===== src/rtl/ram_arbiter_pkg.sv =====
// Shared types and constants for the two-master single-port RAM sequencer.
// Included by ram_arbiter and ram_arbiter_pick.
package ram_arbiter_pkg;

   // IDLE -> ADDR -> ACCESS -> RESP -> IDLE, one cycle each except IDLE
   typedef enum logic [1:0] {
      IDLE   = 2'd0,
      ADDR   = 2'd1,
      ACCESS = 2'd2,
      RESP   = 2'd3
   } state_t;

   localparam logic GNT_M0 = 1'b0;
   localparam logic GNT_M1 = 1'b1;

endpackage


===== src/rtl/ram_arbiter_pick.sv =====
// Combinational winner select between m0 and m1.
// Fixed priority (m0 first) unless RAM_ARBITER_ROUND_ROBIN_EN is defined.
module ram_arbiter_pick
   import ram_arbiter_pkg::*;
(
   input  logic m0_req,
   input  logic m1_req,
`ifdef RAM_ARBITER_ROUND_ROBIN_EN
   input  logic rr_ptr,
`endif
   output logic winner
);

`ifdef RAM_ARBITER_ROUND_ROBIN_EN
   // Pointer only decides collisions; a lone requester always wins
   always_comb begin
      winner = GNT_M0;
      if (m0_req && m1_req) winner = rr_ptr;
      else if (m1_req)      winner = GNT_M1;
   end
`else
   always_comb begin
      winner = GNT_M0;
      if (!m0_req && m1_req) winner = GNT_M1;
   end
`endif

endmodule


===== src/rtl/ram_arbiter.sv =====
// Sequences a shared single-port RAM (address latch, then read/write) for two
// requesters. Define RAM_ARBITER_ROUND_ROBIN_EN for round-robin collision handling.
module ram_arbiter
   import ram_arbiter_pkg::*;
#(
   parameter int WIDTH         = 8,
   parameter int ADDRESS_WIDTH = 4
) (
   input  logic                     clk,
   input  logic                     rst,
   input  logic                     m0_req,
   input  logic                     m0_we,
   input  logic [ADDRESS_WIDTH-1:0] m0_addr,
   input  logic [WIDTH-1:0]         m0_wdata,
   output logic                     m0_ack,
   output logic [WIDTH-1:0]         m0_rdata,
   input  logic                     m1_req,
   input  logic                     m1_we,
   input  logic [ADDRESS_WIDTH-1:0] m1_addr,
   input  logic [WIDTH-1:0]         m1_wdata,
   output logic                     m1_ack,
   output logic [WIDTH-1:0]         m1_rdata,
   output logic                     ram_enable,
   output logic                     ram_addr_enable,
   output logic                     ram_write_enable,
   output logic [WIDTH-1:0]         ram_bus_in,
   input  logic [WIDTH-1:0]         ram_bus_out,
   output logic                     busy,
   output state_t                   dbg_state
);

   state_t                   state, state_nx;
   logic                     any_req, winner, grant, we_q;
   logic [WIDTH-1:0]         wdata_q;
   logic                     sel_we;
   logic [ADDRESS_WIDTH-1:0] sel_addr;
   logic [WIDTH-1:0]         sel_wdata;
   logic                     addr_en_d, wr_en_d, rd_en_d, ack0_d, ack1_d;
   logic [WIDTH-1:0]         bus_d;

   assign any_req = m0_req | m1_req;

`ifdef RAM_ARBITER_ROUND_ROBIN_EN
   logic rr_ptr;

   ram_arbiter_pick u_pick (
      .m0_req (m0_req),
      .m1_req (m1_req),
      .rr_ptr (rr_ptr),
      .winner (winner)
   );

   always_ff @(posedge clk or negedge rst) begin
      if (!rst)                        rr_ptr <= GNT_M0;
      else if (state == IDLE && any_req) rr_ptr <= ~winner;
   end
`else
   ram_arbiter_pick u_pick (
      .m0_req (m0_req),
      .m1_req (m1_req),
      .winner (winner)
   );
`endif

   assign sel_we    = (winner == GNT_M1) ? m1_we    : m0_we;
   assign sel_addr  = (winner == GNT_M1) ? m1_addr  : m0_addr;
   assign sel_wdata = (winner == GNT_M1) ? m1_wdata : m0_wdata;

   always_ff @(posedge clk or negedge rst) begin
      if (!rst) state <= IDLE;
      else      state <= state_nx;
   end

   always_comb begin
      state_nx = state;
      case (state)
         IDLE:    if (any_req) state_nx = ADDR;
         ADDR:    state_nx = ACCESS;
         ACCESS:  state_nx = RESP;
         RESP:    state_nx = IDLE;
         default: state_nx = IDLE;
      endcase
   end

   // Output values are decoded from the next state and registered below,
   // so strobes and the bus line up exactly with the state they belong to.
   always_comb begin
      addr_en_d = 1'b0;
      wr_en_d   = 1'b0;
      rd_en_d   = 1'b0;
      ack0_d    = 1'b0;
      ack1_d    = 1'b0;
      bus_d     = '0;
      case (state_nx)
         ADDR: begin
            addr_en_d = 1'b1;
            bus_d     = WIDTH'(sel_addr);
         end
         ACCESS: begin
            if (we_q) begin
               wr_en_d = 1'b1;
               bus_d   = wdata_q;
            end else begin
               rd_en_d = 1'b1;
            end
         end
         RESP: begin
            ack0_d = (grant == GNT_M0);
            ack1_d = (grant == GNT_M1);
         end
         default: ;
      endcase
   end

   always_ff @(posedge clk or negedge rst) begin
      if (!rst) begin
         grant   <= GNT_M0;
         we_q    <= 1'b0;
         wdata_q <= '0;
      end else if (state == IDLE && any_req) begin
         grant   <= winner;
         we_q    <= sel_we;
         wdata_q <= sel_wdata;
      end
   end

   always_ff @(posedge clk or negedge rst) begin
      if (!rst) begin
         ram_addr_enable  <= 1'b0;
         ram_write_enable <= 1'b0;
         ram_enable       <= 1'b0;
         ram_bus_in       <= '0;
         m0_ack           <= 1'b0;
         m1_ack           <= 1'b0;
      end else begin
         ram_addr_enable  <= addr_en_d;
         ram_write_enable <= wr_en_d;
         ram_enable       <= rd_en_d;
         ram_bus_in       <= bus_d;
         m0_ack           <= ack0_d;
         m1_ack           <= ack1_d;
      end
   end

   // Read data is sampled at the edge that ends ACCESS; writes leave it alone
   always_ff @(posedge clk or negedge rst) begin
      if (!rst) begin
         m0_rdata <= '0;
         m1_rdata <= '0;
      end else if (state == ACCESS && !we_q) begin
         if (grant == GNT_M1) m1_rdata <= ram_bus_out;
         else                 m0_rdata <= ram_bus_out;
      end
   end

   assign busy      = (state != IDLE);
   assign dbg_state = state;

endmodule


===== config.mk =====
export PLATFORM = sky130hd
export DESIGN_NAME = ram_arbiter
export DESIGN_NICKNAME = d
export VERILOG_FILES = /design/src/rtl/ram_arbiter_pkg.sv /design/src/rtl/ram_arbiter_pick.sv /design/src/rtl/ram_arbiter.sv
export SDC_FILE = /design/constraint.sdc
export NUM_CORES = 1
export LEC_CHECK = 0
export ABC_AREA = 1
export CORE_MARGIN = 2
export CORE_UTILIZATION = 46
export DETAILED_ROUTE_END_ITERATION = 7
export PLACE_DENSITY = 0.84
export SKIP_CTS_REPAIR_TIMING = 1
export SYNTH_ARGS = -nofsm -noshare
export SYNTH_HDL_FRONTEND = slang
export SYNTH_SLANG_ARGS = --single-unit

===== constraint.sdc =====
create_clock -name clk -period 2.5 [get_ports clk]
set_input_delay 0.25 -clock clk [delete_from_list [all_inputs] [get_ports clk]]
set_output_delay 0.25 -clock clk [all_outputs]
set_load 0.02 [all_outputs]

==> results.toml <==
[sta]
finalSetupTns_ps = 0
whs_ps = 83.51
hold_viol = 0
fmax_mhz = 511.5
max_slew_margin_pct = 40.14
fin_skew_ps = 6.684
grt_setup_unrepaired = "false"
fin_crit_sh_pct = 78.21
setup_viol = 0
finalCriticalPeriod_ps = 1955
report.final.slew_viol_count = 0
worstMarginPinSlew_ps = 897.9

[critical_path]
crit_path_frequent_cell = "inv_1"
crit_family = "buffers and inverters"
crit_fanout = 4
cp-end-kind = "output port"
cp.required_ps = 2250
slowest_stage = "clkdlybuf4s50_1"
start_kind = "register"
crit_chain = "inv_1 > ha_1 > inv_1 > clkdlybuf4s50_1"
crit_arrival_ps = 1710
worst-setup-path-type = "reg -> out"
slowest_delay_ps = 600
cp.buffers_inverters = 3

[cells_and_area]
n_antenna_cell = 0
fill_cells = 293
fin_cells = 316
multi_input_area_sq_um = 604.3
syn2layout_area_growth_pct = 47.11
final-seq-area_sq_mm = 0.001026
drive_gt1_share_pct = 11.57
layout.nets = 310

[logic_synthesis]
ys_warn_count = 0
synth_xor_area_share_pct = 0
synth_area_leaders = "dfrtp_1 (57%), nand2_1 (7.7%), inv_1 (6.7%), o21ai_2 (5.4%), o21ai_0 (4.7%)"
synthSimpleGateAreaFrac_pct = 16.21
synth_nets = 238
synthAdderAreaFrac_pct = 3.479
synth_top_cell_by_area = "dfrtp_1"
synthDistinctLibCells = 18
synth_compound_area_share_pct = 13.92
synth_mux_area_share_pct = 0
ys_seq_area_share_pct = 57.06
ys_ff_latch = 41
syn_area_sq_mm = 0.001798
synth_top_family_by_area = "simple AND/OR/NAND/NOR gates"
syn_area_per_cell_sq_um = 9.220
synth.top_cell.area_share_pct = 57.06
synthCells = 195

[power]
power_w = 0.003120
p_leak_nw = 1.300
cellPowerDensity_mw_per_mm2 = 1180
vdd_drop_max_v = 0.0005174

[clock_network]
clock_latency_ps = 290
clk_path_buf_depth = 2
clockRootBuffer = "clkbuf_8"
clk_pin_slew_ps = 70
h-tree-depth = 2
cts_tree = "done"
clock_sinks = 41
numCtsBuffers = 5

[place]
place.gp.congestion = 0.8409
dpl.hpwl_mm = 2.809
port_buffers = 69
place_inst = 308

[die]
coreArea_sq_mm = 0.003716
die_x_um = 66.52
die-area_sq_mm = 0.004425
rows = 22
fp.dieH_um = 66.52
start_util_pct = 48.38
io_pins = 70

[route]
wl_mm = 3.773
avgRoutedWirePerCell_um = 11.94
drt_pre_antenna_iters = 4
detail_route.iter0.violations = 56
num_vias = 1459
vias_per_cell = 4.617
ant_nets = 0
drc_errors = 0

[grt]
grt_max_degree = 42
grt-ovfl-total = 0
globalRouteTotalUtil_pct = 19.69
antenna_found_initial = 0
grt_pass1_vias = 1486
grt_pass1_wl_mm = 6.479

[worst_hold_path]
hold_path_class = "in -> async"

[status]
outcome = "completed"

[flow_run]
cap_violations = 0
cell families after synthesis:
kind of cell / after synthesis
buffers and inverters: 40
AO/OA/AOI/OAI: 39
AND/OR/NAND/NOR: 70
adder cells (fa/ha/maj): 5
flip-flops: 41
worst reg2reg max path, cell delays in order, from the launching register on:
cell and delay (ps):
dfrtp_1 410, inv_1 150, ha_1 190, inv_1 60
nor2_2 400, inv_2 180, nand2_1 120, o21ai_2 60
worst paths after layout:
path	slack (ps)	cells after the start	endpoint	start
worst max-delay path	540	4	busy	dbg_state[0]
worst min-delay path	80	1	ram_bus_in[2]	rst
worst max register to register	830	7	we_q	dbg_state[0]
worst min register to register	480	1	m0_ack	grant
max in group asynchronous	1860	1	ram_enable	rst
min in group clk	480	1	m0_ack	grant
registers in the layout (all words and copies together) (netlist names), 2 cells and up:
register / cells
wdata_q: 8
m1_rdata: 8
dbg_state: 2
ram_bus_in: 8
m0_rdata: 8
stage by stage:
stage | utilization [%] | setup slack [ps] | cell area [sq um]
2_1_floorplan | - | 1029 | 1798
3_3_place_gp | 67.58 | 766.0 | 2511
3_5_place_dp | 67.58 | 713.5 | 2511
4_1_cts | 71.18 | 535.8 | 2645
5_1_grt | 71.18 | 454.9 | 2645
6_report | 71.18 | 544.8 | 2645
cell usage after synthesis:
cell	n
or2_2	1
nor2_4	1
buf_6	2
ha_1	5
nor2_2	2
inv_2	4
o21ai_1	7
dfrtp_1	41
nor2_1	20
o21ai_0	17
o21bai_1	3
nand2_2	2
nand2_1	37
buf_2	2
nand3_1	7
o21bai_2	1
o21ai_2	11
inv_1	32
area by class of cell:
| cell class | count | area share (%) |
|---|---|---|
| Clock buffer | 5 | 2.602 |
| Multi-Input combinational cell | 114 | 22.85 |
| Sequential cell | 41 | 38.79 |
| Timing Repair Buffer | 69 | 25.92 |
| Inverter | 36 | 5.109 |
| Tap cell | 48 | 2.271 |
| Clock inverter | 3 | 2.460 |
report_power, final:
group | internal (W) | switching (W) | total, W
registers | 0.000950 | 0.000145 | 0.00109
clock network | 0.000396 | 0.000221 | 0.000618
logic | 0.000633 | 0.000774 | 0.00141
routing by layer:
layer	global-route usage, %	vias to the layer above	part of all wire [%]
li1	-	744	-
met1	24.30	636	42
met2	33.63	71	46
met3	5.743	8	9.6
met4	5.357	0	1.7
met5	0	-	0
cells in the final DEF, fill, tap and decap left out, drive strengths merged:
cell / Yosys / routed
clkinv: 0 / 1
or2: 1 / 1
dfrtp: 41 / 41
inv: 36 / 36
o21bai: 4 / 4
clkbuf: 0 / 5
nand2: 39 / 39
nand3: 7 / 7
clkdlybuf4s50: 0 / 68
o21ai: 35 / 35
buf: 4 / 1
ha: 5 / 5
nor2: 23 / 23
bufinv: 0 / 2
(Power assumes the default switching activity.)
